$ cat src/rtl/mem_arbiter.sv
// Two-port SRAM bus arbiter: data port has priority over instruction fetch.
// Single bus master cycle at a time, with a wait-count timeout and fetch discard on flush.
module mem_arbiter #(
  parameter int unsigned TIMEOUT = 16
) (
  input  logic        clk,
  input  logic        rst,
  input  logic        i_req_i,
  input  logic [31:0] i_addr_i,
  output logic [31:0] i_data_o,
  output logic        i_ack_o,
  input  logic        d_req_i,
  input  logic        d_we_i,
  input  logic [3:0]  d_sel_i,
  input  logic [31:0] d_addr_i,
  input  logic [31:0] d_wdata_i,
  output logic [31:0] d_rdata_o,
  output logic        d_ack_o,
  input  logic        flush_i,
  output logic        sram_ce_o,
  output logic        sram_we_o,
  output logic [3:0]  sram_sel_o,
  output logic [31:0] sram_addr_o,
  output logic [31:0] sram_data_o,
  input  logic [31:0] sram_data_i,
  input  logic        sram_ack_i,
  output logic        err_o,
  output logic        stallreq_if_o,
  output logic        stallreq_mem_o
);

  typedef enum logic [1:0] {
    IDLE  = 2'd0,
    BUS_I = 2'd1,
    BUS_D = 2'd2
  } state_t;

  localparam logic [7:0] LAST_WAIT = 8'(TIMEOUT - 1);

  state_t      state_reg, state_next;
  logic [7:0]  count_reg, count_next;
  logic        discard_reg, discard_next;
  logic        ce_reg, ce_next;
  logic        we_reg, we_next;
  logic [3:0]  sel_reg, sel_next;
  logic [31:0] addr_reg, addr_next;
  logic [31:0] wdata_reg, wdata_next;
  logic        i_ack_reg, i_ack_next;
  logic [31:0] i_data_reg, i_data_next;
  logic        d_ack_reg, d_ack_next;
  logic [31:0] d_rdata_reg, d_rdata_next;
  logic        err_reg, err_next;

  logic in_idle;
  logic in_bus;
  logic grant_d;
  logic grant_i;
  logic term_ack;
  logic term_timeout;
  logic term;
  logic fetch_dropped;

  // A port is not re-granted in the cycle its own ack is showing.
  assign in_idle       = (state_reg == IDLE);
  assign in_bus        = (state_reg == BUS_I) || (state_reg == BUS_D);
  assign grant_d       = in_idle && d_req_i && !d_ack_reg;
  assign grant_i       = in_idle && i_req_i && !i_ack_reg && !grant_d;
  assign term_ack      = in_bus && sram_ack_i;
  assign term_timeout  = in_bus && !sram_ack_i && (count_reg == LAST_WAIT);
  assign term          = term_ack || term_timeout;
  assign fetch_dropped = (state_reg == BUS_I) && (discard_reg || flush_i);

  // State register
  always_ff @(posedge clk or negedge rst) begin
    if (!rst) begin
      state_reg   <= IDLE;
      count_reg   <= 8'd0;
      discard_reg <= 1'b0;
      ce_reg      <= 1'b0;
      we_reg      <= 1'b0;
      sel_reg     <= 4'd0;
      addr_reg    <= 32'd0;
      wdata_reg   <= 32'd0;
      i_ack_reg   <= 1'b0;
      i_data_reg  <= 32'd0;
      d_ack_reg   <= 1'b0;
      d_rdata_reg <= 32'd0;
      err_reg     <= 1'b0;
    end else begin
      state_reg   <= state_next;
      count_reg   <= count_next;
      discard_reg <= discard_next;
      ce_reg      <= ce_next;
      we_reg      <= we_next;
      sel_reg     <= sel_next;
      addr_reg    <= addr_next;
      wdata_reg   <= wdata_next;
      i_ack_reg   <= i_ack_next;
      i_data_reg  <= i_data_next;
      d_ack_reg   <= d_ack_next;
      d_rdata_reg <= d_rdata_next;
      err_reg     <= err_next;
    end
  end

  // Next-state logic
  always_comb begin
    state_next = state_reg;
    case (state_reg)
      IDLE: begin
        if (grant_d) begin
          state_next = BUS_D;
        end else if (grant_i) begin
          state_next = BUS_I;
        end
      end
      BUS_I, BUS_D: begin
        if (term) begin
          state_next = IDLE;
        end
      end
      default: state_next = IDLE;
    endcase
  end

  // Output logic: bus fields hold between grant and termination; acks, data and err are pulses
  always_comb begin
    count_next   = count_reg;
    discard_next = discard_reg;
    ce_next      = ce_reg;
    we_next      = we_reg;
    sel_next     = sel_reg;
    addr_next    = addr_reg;
    wdata_next   = wdata_reg;
    i_ack_next   = 1'b0;
    i_data_next  = 32'd0;
    d_ack_next   = 1'b0;
    d_rdata_next = 32'd0;
    err_next     = 1'b0;
    case (state_reg)
      IDLE: begin
        if (grant_d) begin
          ce_next      = 1'b1;
          we_next      = d_we_i;
          sel_next     = d_sel_i;
          addr_next    = d_addr_i;
          wdata_next   = d_wdata_i;
          count_next   = 8'd0;
          discard_next = 1'b0;
        end else if (grant_i) begin
          ce_next      = 1'b1;
          we_next      = 1'b0;
          sel_next     = 4'hF;
          addr_next    = i_addr_i;
          wdata_next   = 32'd0;
          count_next   = 8'd0;
          discard_next = 1'b0;
        end
      end
      BUS_I, BUS_D: begin
        if (term) begin
          ce_next      = 1'b0;
          we_next      = 1'b0;
          sel_next     = 4'd0;
          addr_next    = 32'd0;
          wdata_next   = 32'd0;
          count_next   = 8'd0;
          discard_next = 1'b0;
          err_next     = term_timeout;
          if (state_reg == BUS_D) begin
            d_ack_next   = 1'b1;
            d_rdata_next = term_ack ? sram_data_i : 32'd0;
          end else if (!fetch_dropped) begin
            i_ack_next  = 1'b1;
            i_data_next = term_ack ? sram_data_i : 32'd0;
          end
        end else begin
          count_next   = count_reg + 8'd1;
          discard_next = fetch_dropped;
        end
      end
      default: begin
        ce_next = 1'b0;
      end
    endcase
  end

  assign sram_ce_o      = ce_reg;
  assign sram_we_o      = we_reg;
  assign sram_sel_o     = sel_reg;
  assign sram_addr_o    = addr_reg;
  assign sram_data_o    = wdata_reg;
  assign i_ack_o        = i_ack_reg;
  assign i_data_o       = i_data_reg;
  assign d_ack_o        = d_ack_reg;
  assign d_rdata_o      = d_rdata_reg;
  assign err_o          = err_reg;
  assign stallreq_if_o  = i_req_i & ~i_ack_reg;
  assign stallreq_mem_o = d_req_i & ~d_ack_reg;

endmodule

$ cat config.mk
export PLATFORM = sky130hd
export DESIGN_NAME = mem_arbiter
export DESIGN_NICKNAME = d
export VERILOG_FILES = /design/src/rtl/mem_arbiter.sv
export SDC_FILE = /design/constraint.sdc
export NUM_CORES = 1
export LEC_CHECK = 0
export BUFFER_PORTS_ARGS = -buffer_cell sky130_fd_sc_hd__buf_2
export CELL_PAD_IN_SITES_DETAIL_PLACEMENT = 1
export CELL_PAD_IN_SITES_GLOBAL_PLACEMENT = 2
export CORE_ASPECT_RATIO = 1.1
export CORE_UTILIZATION = 30
export CTS_BUF_LIST = sky130_fd_sc_hd__clkbuf_8
export DETAILED_ROUTE_END_ITERATION = 16
export HOLD_SLACK_MARGIN = 0.08
export PLACE_DENSITY_LB_ADDON = 0.25
export SETUP_SLACK_MARGIN = 0.2
export SKIP_CTS_REPAIR_TIMING = 1
export SLEW_MARGIN = 30
export SYNTH_ARGS = -nofsm -noshare
export SYNTH_HDL_FRONTEND = slang
export SYNTH_SLANG_ARGS = --single-unit
$ cat constraint.sdc
create_clock -name clk -period 3.5 [get_ports clk]
set_input_delay 0.35 -clock clk [delete_from_list [all_inputs] [get_ports clk]]
set_output_delay 0.35 -clock clk [all_outputs]
set_load 0.005 [all_outputs]
==> results_dict.tcl <==
set metrics [dict create \
    cp.arrival_ns 2.76 \
    vias_per_cell 4.67 \
    leakage_nw 4.39 \
    clk_pin_slew_ns 0.09 \
    clkLatencyLatePin_ns 0.46 \
    r2r-start "state_reg[1]$_DFFE_PN0P_" \
    drt_iter0_drc 140 \
    start_util 0.310 \
    drt_first_pass_iters 4 \
    cellPowerDensity_nw_per_um2 784 \
    drive_above_1_share 0.453 \
    syn_nets 623 \
    routabilityCongestion 0.835 \
    relSlewSlack 0.449 \
    fin_nets 912 \
    grt_pass1_vias 5229 \
    reg2reg_depth 7 \
    avgRoutedWirePerCell_um 17.6 \
    syn_inst 479 \
    die-width_um 134 \
    port_buffers 277 \
    htree_levels 4 \
    crit_required_ns 3.90 \
    drc 0 \
    worstSetupEndpoint "sram_addr_o[19]$_DFFE_PN0P_" \
    finalSetupViolCount 0 \
    rsz0062_at_grt "no" \
    vias 4783 \
    synth-main-ff-cell "dfrtp_1" \
    slew_violations 0 \
    n_fill_cell 2178 \
    cp-start-kind "flip-flop" \
    antenna_left 0 \
    hold_class "primary input to flip-flop" \
    synth_seq_cells 148 \
    setup_tns_ns 0 \
    grt_usage 0.186 \
    root_buffer "clkbuf_8" \
    yosysWarnings 0 \
    fin_skew_ns 0.0163 \
    ys_seq_area_frac 0.639 \
    ff2ff_setup_slack_ns 1.15 \
    finalPower_mw 6.22 \
    hpwl_um 13000 \
    grt_antenna_before_repair 1 \
    synth_area_per_cell_um2 12.1 \
    wirelength_um 18000 \
    std_cell_rows 52 \
    core_um2 18700 \
    max-vdd-ir-drop_mv 0.522 \
    layout_commonest_cell "buf_2" \
    mostFrequentLayoutCells "buf_2 (276), dfrtp_1 (148), nand2_1 (67)" \
    die-area_um2 19900 \
    grt_max_degree 86 \
    die_height_um 148 \
    hold_viol 0 \
    timing.rr.end "sram_addr_o[19]$_DFFE_PN0P_" \
    fin_cells 1024 \
    status "finished clean" \
    dp_cells 981 \
    period_needed_ns 2.35 \
    grt_pass1_wl_um 28000 \
    cts_tree "yes" \
    cp-end-kind "flip-flop" \
    post-route-period-util 0.673 \
    ioPinCount 278 \
    synth_edf_count 0 \
    whs_ns 0.101 \
    max_cap_violations 0 \
    syn-cell-area_um2 5790 \
    clkSinkCount 148 \
    clk_path_buf_depth 2 \
    area_growth_pct 37.1 \
    async_flop_share 1.00 \
    cts_buffers 17 \
    fmax_mhz 425 \
    critPathLaunch "state_reg[1]$_DFFE_PN0P_" \
    pre_cts_ws_ns 1.10 \
    cp_max_fo 20 \
    worst_slack_ns 1.15 \
    synth_cell_types 34 \
    crit_type "flip-flop to flip-flop" \
    grt-ovfl-total 0 \
    worstMarginPinSlew_ns 0.827 \
]
per-layer routing:
| metal | global-route usage | vias to the layer above | wire [um] |
|---|---|---|---|
| met2 | 0.318 | 194 | 8980 |
| met3 | 0.0765 | 22 | 1610 |
| met5 | 0 | - | 0 |
| li1 | - | 2199 | - |
| met4 | 0.0596 | 0 | 311 |
| met1 | 0.210 | 2368 | 7080 |
stage by stage:
stage,util,area (um2)
final,0.425,7940
after floorplan,-,5790
after detailed placement,0.399,7460
after global placement,0.399,7460
after global routing,0.425,7940
after CTS,0.419,7830
Yosys cell counts (5+ instances only):
| library cell | instances | area, um2 |
|---|---|---|
| clkbuf_1 | 24 | 90.1 |
| dfrtp_1 | 148 | 3700 |
| nor2_1 | 15 | 56.3 |
| a22o_1 | 35 | 307 |
| and2_1 | 64 | 400 |
| a21oi_1 | 34 | 170 |
| nand2_1 | 67 | 251 |
| nand3_1 | 8 | 40.0 |
| o21ai_0 | 6 | 30.0 |
| mux2_2 | 30 | 338 |
| ha_1 | 5 | 62.6 |
| o2bb2ai_1 | 7 | 61.3 |
| inv_1 | 6 | 22.5 |
layout make-up:
type | count | area (um2) | area share
clock buffer | 18 | 248 | 0.0312
sequential | 148 | 3700 | 0.466
inverter | 6 | 22.5 | 0.00284
clock inverter | 13 | 124 | 0.0156
timing repair buffer | 298 | 1590 | 0.200
multi-input combinational | 297 | 1950 | 0.245
antenna | 1 | 2.50 | 0.000315
tap | 243 | 304 | 0.0383
report_power, final:
group	switching, mW	internal, mW
combinational	1.32	1.16
clock	0.687	0.586
sequential	0.249	2.22
worst max-delay path: stages (launching register included):
cell,delay [ns]
dfrtp_1,0.42
inv_1,0.10
ha_1,0.36
and3b_1,0.73
buf_4,0.31
nand2_1,0.08
a21oi_1,0.14
mux2_2,0.16
cell families (layout without fill, tap and decap cells):
logic type / Yosys count / count (layout) / synth area share
AOI/OAI and AO/OA: 91 / 91 / 0.115
buffers and inverters: 34 / 335 / 0.0251
and+or+nand+nor: 168 / 168 / 0.146
DFF: 148 / 148 / 0.639
muxes: 33 / 33 / 0.0635
adders and majority gates: 5 / 5 / 0.0108
other: 0 / 1 / 0
worst min-delay path by stage:
stage	cells past startpoint	end	startpoint
finish	2	sram_data_o[10]$_DFFE_PN0P_	d_wdata_i[10]
global route	2	i_data_o[10]$_DFF_PN0_	sram_data_i[10]
CTS	1	sram_addr_o[23]$_DFFE_PN0P_	rst
detailed placement	1	sram_sel_o[2]$_DFFE_PN0P_	sram_sel_o[2]$_DFFE_PN0P_
global placement	1	sram_addr_o[0]$_DFFE_PN0P_	rst
floorplan	0	count_reg[0]$_DFFE_PN0P_	rst
Power figures use the tool's default switching activity.
